`config.mk`:
```
export PLATFORM = sky130hd
export DESIGN_NAME = seq_radix_multiplier
export DESIGN_NICKNAME = d
export VERILOG_FILES = /design/src/rtl/mult_pkg.sv /design/src/rtl/pp_digit_gen.sv /design/src/rtl/seq_radix_multiplier.sv
export SDC_FILE = /design/constraint.sdc
export NUM_CORES = 1
export LEC_CHECK = 0
export ABC_AREA = 1
export CAP_MARGIN = 30
export CORE_ASPECT_RATIO = 1.1
export CORE_MARGIN = 5
export CORE_UTILIZATION = 45
export DETAILED_ROUTE_END_ITERATION = 6
export GPL_ROUTABILITY_DRIVEN = 0
export HOLD_SLACK_MARGIN = 0.03
export PLACE_DENSITY = 0.7
export SYNTH_ARGS = -nofsm -noshare
export SYNTH_HDL_FRONTEND = slang
export SYNTH_HIERARCHICAL = 1
export SYNTH_SLANG_ARGS = --single-unit
export TNS_END_PERCENT = 5
```
`constraint.sdc`:
```
create_clock -name clk -period 4.3 [get_ports clk]
set_clock_uncertainty 0.15 [all_clocks]
set_input_delay 0.86 -clock clk [delete_from_list [all_inputs] [get_ports clk]]
set_output_delay 0.86 -clock clk [all_outputs]
set_load 0.05 [all_outputs]
```
`src/rtl/mult_pkg.sv`:
```
// Shared definitions for the sequential arithmetic blocks: FSM states,
// step-count helper and the operand magnitude helper.
package mult_pkg;

   localparam int unsigned MAX_W = 64;

   typedef enum logic [1:0] {
      IDLE = 2'd0,
      CALC = 2'd1,
      DONE = 2'd2
   } state_e;

   function automatic int unsigned nsteps(input int unsigned width, input int unsigned radix_bits);
      return width / radix_bits;
   endfunction

   // Magnitude of a w-bit operand; negation applies only to signed negatives.
   function automatic logic [MAX_W-1:0] abs_val(input logic [MAX_W-1:0] x,
                                                input int unsigned    w,
                                                input logic           sgn);
      logic [MAX_W-1:0] mask;
      logic             msb;
      mask = (MAX_W'(1) << w) - MAX_W'(1);
      msb  = 1'(x >> (w - 1));
      return (sgn && msb) ? ((-x) & mask) : (x & mask);
   endfunction

endpackage

```
`src/rtl/pp_digit_gen.sv`:
```
// Combinational a_mag x digit partial product: AND-array bits summed per
// column, then the column sums are weighted and accumulated.
module pp_digit_gen #(
   parameter int unsigned WIDTH      = 8,
   parameter int unsigned RADIX_BITS = 2
) (
   input  logic [WIDTH-1:0]            a_mag,
   input  logic [RADIX_BITS-1:0]       digit,
   output logic [WIDTH+RADIX_BITS-1:0] pp
);

   localparam int unsigned PW = WIDTH + RADIX_BITS;

   logic [PW-1:0] chain [PW+1];

   assign chain[0] = '0;

   for (genvar c = 0; c < PW; c++) begin : g_col
      logic [RADIX_BITS-1:0] col_bits;
      for (genvar j = 0; j < RADIX_BITS; j++) begin : g_row
         if ((c >= j) && (c - j < WIDTH)) begin : g_in
            assign col_bits[j] = a_mag[c-j] & digit[j];
         end else begin : g_out
            assign col_bits[j] = 1'b0;
         end
      end
      assign chain[c+1] = chain[c] + (PW'($countones(col_bits)) << c);
   end

   assign pp = chain[PW];

endmodule

```
`src/rtl/seq_radix_multiplier.sv`:
```
// Iterative multiplier: RADIX_BITS of B per cycle, fixed NSTEPS latency,
// valid/ready on both sides, unsigned or two's-complement per operation.
module seq_radix_multiplier
   import mult_pkg::*;
#(
   parameter int unsigned WIDTH      = 8,
   parameter int unsigned RADIX_BITS = 2
) (
   input  logic                 clk,
   input  logic                 rst_n,
   input  logic                 in_valid,
   output logic                 in_ready,
   input  logic [WIDTH-1:0]     a,
   input  logic [WIDTH-1:0]     b,
   input  logic                 signed_mode,
   output logic                 out_valid,
   input  logic                 out_ready,
   output logic [2*WIDTH-1:0]   p,
   output logic                 busy
);

   localparam int unsigned NSTEPS = nsteps(WIDTH, RADIX_BITS);
   localparam int unsigned PW2    = 2 * WIDTH;
   localparam int unsigned PPW    = WIDTH + RADIX_BITS;
   localparam int unsigned SW     = (NSTEPS > 1) ? $clog2(NSTEPS) : 1;

   if ((WIDTH < 2) || (RADIX_BITS == 0) || (RADIX_BITS > WIDTH) ||
       (WIDTH % RADIX_BITS != 0) || (WIDTH > MAX_W)) begin : g_bad_cfg
      $error("seq_radix_multiplier: illegal WIDTH/RADIX_BITS combination");
   end

   state_e           state_q, state_d;
   logic [PW2-1:0]   acc_q, acc_d;
   logic [SW-1:0]    step_q, step_d;
   logic [WIDTH-1:0] a_mag_q, a_mag_d;
   logic [WIDTH-1:0] b_mag_q, b_mag_d;
   logic             neg_q, neg_d;
   logic [PW2-1:0]   p_q, p_d;
   logic             out_valid_q, out_valid_d;
   logic             busy_q, busy_d;

   logic [RADIX_BITS-1:0] digit_c;
   logic [PPW-1:0]        pp_c;
   logic [31:0]           shamt_c;
   logic [PW2-1:0]        acc_sum_c;
   logic                  last_c;

   assign shamt_c   = 32'(step_q) * RADIX_BITS;
   assign digit_c   = RADIX_BITS'(b_mag_q >> shamt_c);
   assign acc_sum_c = acc_q + (PW2'(pp_c) << shamt_c);
   assign last_c    = (step_q == SW'(NSTEPS - 1));

   pp_digit_gen #(
      .WIDTH      (WIDTH),
      .RADIX_BITS (RADIX_BITS)
   ) u_pp_digit_gen (
      .a_mag (a_mag_q),
      .digit (digit_c),
      .pp    (pp_c)
   );

   // Next-state and datapath update
   always_comb begin
      state_d     = state_q;
      acc_d       = acc_q;
      step_d      = step_q;
      a_mag_d     = a_mag_q;
      b_mag_d     = b_mag_q;
      neg_d       = neg_q;
      p_d         = p_q;
      out_valid_d = out_valid_q;
      busy_d      = busy_q;
      case (state_q)
         IDLE: begin
            if (in_valid) begin
               a_mag_d = WIDTH'(abs_val(MAX_W'(a), WIDTH, signed_mode));
               b_mag_d = WIDTH'(abs_val(MAX_W'(b), WIDTH, signed_mode));
               neg_d   = signed_mode & (a[WIDTH-1] ^ b[WIDTH-1]);
               acc_d   = '0;
               step_d  = '0;
               busy_d  = 1'b1;
               state_d = CALC;
            end
         end
         CALC: begin
            acc_d  = acc_sum_c;
            step_d = step_q + SW'(1);
            if (last_c) begin
               p_d         = neg_q ? (-acc_sum_c) : acc_sum_c;
               out_valid_d = 1'b1;
               step_d      = '0;
               state_d     = DONE;
            end
         end
         DONE: begin
            if (out_ready) begin
               out_valid_d = 1'b0;
               busy_d      = 1'b0;
               state_d     = IDLE;
            end
         end
         default: begin
            state_d     = IDLE;
            out_valid_d = 1'b0;
            busy_d      = 1'b0;
         end
      endcase
   end

   always_ff @(posedge clk or negedge rst_n) begin
      if (!rst_n) begin
         state_q     <= IDLE;
         acc_q       <= '0;
         step_q      <= '0;
         a_mag_q     <= '0;
         b_mag_q     <= '0;
         neg_q       <= 1'b0;
         p_q         <= '0;
         out_valid_q <= 1'b0;
         busy_q      <= 1'b0;
      end else begin
         state_q     <= state_d;
         acc_q       <= acc_d;
         step_q      <= step_d;
         a_mag_q     <= a_mag_d;
         b_mag_q     <= b_mag_d;
         neg_q       <= neg_d;
         p_q         <= p_d;
         out_valid_q <= out_valid_d;
         busy_q      <= busy_d;
      end
   end

   assign in_ready  = (state_q == IDLE);
   assign out_valid = out_valid_q;
   assign p         = p_q;
   assign busy      = busy_q;

endmodule

```
==> impl_metrics.py <==
metrics = {
    "sta": {
        "layout_worst_path_cycle_share": 1.00,
        "worstMarginPinSlew_ns": 0.895,
        "fmax_mhz": 232,
        "finalCriticalPeriod_ns": 4.32,
        "setup_slack_ns": -0.0155,
        "finalHoldViolations": 0,
        "setup-violations-final": 1,
        "final_max_slew_viol_count": 0,
        "setup_tns_ns": -0.0155,
        "relSlewSlack": 0.403,
        "rsz0062_at_grt": "yes",
    },
    "global_routing": {
        "track_usage": 0.187,
        "grt_pass1_vias": 4262,
        "grt_max_degree": 34,
        "gr-total-overflow": 0,
        "grt_pass1_wl_um": 18800,
        "antenna_found_initial": 0,
    },
    "drt": {
        "firstDrtPassIters": 5,
        "vias": 4330,
        "detail_route.wl_per_cell_um": 13.9,
        "wl_um": 11700,
        "viasPerCell": 5.12,
        "initialDrtViolationCount": 186,
        "dr.max_layer_used": "met4",
        "drt-met1-wl_um": 5140,
        "wl_met2_um": 6070,
        "dr_wl_met3_um": 276,
        "final_antenna_net_count": 0,
        "drcViolationCount": 0,
    },
    "synth": {
        "synth_edf_count": 0,
        "synthCells": 667,
        "syn-num-nets": 723,
        "yosys.cell_types.count": 36,
        "yosys_most_used_dff": "dfrtp_1",
        "synth_warnings": 6,
        "synthArstFlopShare": 1.00,
        "avgSynthCellArea_sq_um": 6.90,
        "synth.ff_latch_count": 55,
        "synth_area_sq_um": 4600,
        "yosysSeqAreaShare": 0.299,
    },
    "clock_tree": {
        "worstSkewPairLatency_ns": 0.32,
        "cts-root-buf": "clkbuf_8",
        "path_clk_slew_ns": 0.10,
        "cts_tree": "done",
        "cts_buffer_depth": 2,
        "clock_sinks": 55,
        "cts_hold_buf": 0,
        "cts_max_level": 2,
        "cts_inserted_buffers": 5,
    },
    "layout": {
        "fin_area_sq_um": 5790,
        "nets": 782,
        "drive_gt1_frac": 0.240,
        "fillCellCount": 886,
        "diodes": 0,
        "area_delta_synth_final_pct": 25.9,
    },
    "worst_setup_path": {
        "crit_arrival_ns": 4.43,
        "endpoint_kind": "flip-flop",
        "worst-setup-path-type": "flip-flop to flip-flop",
        "cpPeakStageDelay_ns": 0.47,
        "crit_required_ns": 4.42,
        "cpMaxStageDelayCell": "dfrtp_2",
        "path_max_fanout": 5,
        "startpoint_type": "flip-flop",
    },
    "floorplan": {
        "dieArea_sq_um": 12300,
        "initial_core_util": 0.463,
        "rows": 38,
        "core_area_sq_um": 9940,
        "die_w_um": 106,
        "io_pins": 40,
        "die_h_um": 116,
    },
    "outcome": {
        "failed_checks": "setup timing",
        "status": "complete, but fails checks",
    },
    "placed_design": {
        "hpwl_um": 8870,
        "placed_cell_area_sq_um": 5200,
        "port_buffers": 39,
        "pre_cts_ws_ns": -0.177,
    },
    "flow_run": {
        "maxCapViolations": 0,
    },
    "worst_hold_path": {
        "holdCritPathClass": "flip-flop to flip-flop",
    },
}
## kinds of logic after synthesis
group,count (synthesis),share of synthesized area
mux,10,0.0218
buf+inv,106,0.0903
fa+ha+maj,35,0.0985
flops,55,0.299
simple gates,352,0.342
xor+xnor,23,0.0438
compound gates,86,0.105
## cells in the final DEF (no fill, tap or decap), types with 12 or more instances in the layout
cell type / instances
dfrtp_1: 53
o21ai_0: 45
nand2_1: 183
inv_2: 12
nand2_2: 45
nand3_1: 33
nor2_1: 34
buf_4: 25
ha_1: 19
nor2_2: 14
xor2_1: 14
nand3_2: 14
inv_1: 78
clkdlybuf4s50_1: 38
## routing by layer
| layer | GRT usage | up-vias |
|---|---|---|
| li1 | - | 2246 |
| met1 | 0.225 | 2003 |
| met2 | 0.341 | 64 |
| met3 | 0.0295 | 17 |
| met4 | 0.0630 | 0 |
| met5 | 0 | - |
## worst max-delay path, delay by kind of cell, from the launching register on
family / cells / cell delay [ns]
AO/OA/AOI/OAI: 2 / 0.25
buffers and inverters: 2 / 0.20
AND/OR/NAND/NOR: 20 / 1.68
multiplexers: 2 / 0.32
flip-flops: 1 / 0.47
adder cells (fa/ha/maj): 4 / 1.17
## timing repair
item                                   in CTS  in global routing
buffers inserted                            1                  9
setup endpoints to repair                   8                 15
pin swaps                                   9                 47
gates resized for setup                    19                 89
endpoints found under the hold margin       0                  0
cloned                                      0                  0
## flip-flops by register name (all words and copies together), names as in the netlist
signal	count
p	16
neg_q	1
a_mag_q	8
b_mag_q	8
out_valid	1
acc_q	16
step_q	2
busy	1
state_q	2
## stage by stage
stage / hold WS [ns] / util / instances
finish: 0.338 / 0.583 / 846
global route: 0.364 / 0.583 / 846
CTS: 0.343 / 0.542 / 837
detailed placement: 0.316 / 0.524 / 829
global placement: 0.316 / 0.524 / 829
floorplan: 0.298 / - / 667
## Yosys cell counts (all sizes together), types with 3 or more instances
master  instances  share of area
inv            91          0.074
clkbuf         14          0.014
nand4           4         0.0054
nand3          47          0.058
dfrtp          55           0.30
ha             33          0.090
nor2           55          0.054
nand2         236           0.21
mux2i          10          0.022
xor2           15          0.029
o22ai           3         0.0041
nor3            4         0.0044
a21oi          17          0.022
o21ai          59          0.067
xnor2           8          0.015
## cell type report
class | count | area, sq um | share of cell area
Clock buffer | 6 | 82.6 | 0.0143
Clock inverter | 1 | 8.76 | 0.00151
Inverter | 91 | 344 | 0.0594
Multi-Input combinational cell | 506 | 3220 | 0.556
Sequential cell | 55 | 1380 | 0.238
Tap cell | 120 | 150 | 0.0259
Timing Repair Buffer | 67 | 607 | 0.105
## worst paths after layout
path                              to  slack (ns)  depth (start not counted)      start
max                            p[15]       -0.02                         30  step_q[0]
min                            p[12]        0.34                          2      p[12]
max reg2reg                    p[15]       -0.02                         30  step_q[0]
min reg2reg                    p[12]        0.34                          2      p[12]
max in group asynchronous  step_q[1]        2.77                          2      rst_n
min in group asynchronous  acc_q[11]        0.37                          1      rst_n
Power is left out: the tool's default activity adds up to more than one toggle a clock period on the data nets, which glitch-free logic cannot reach.
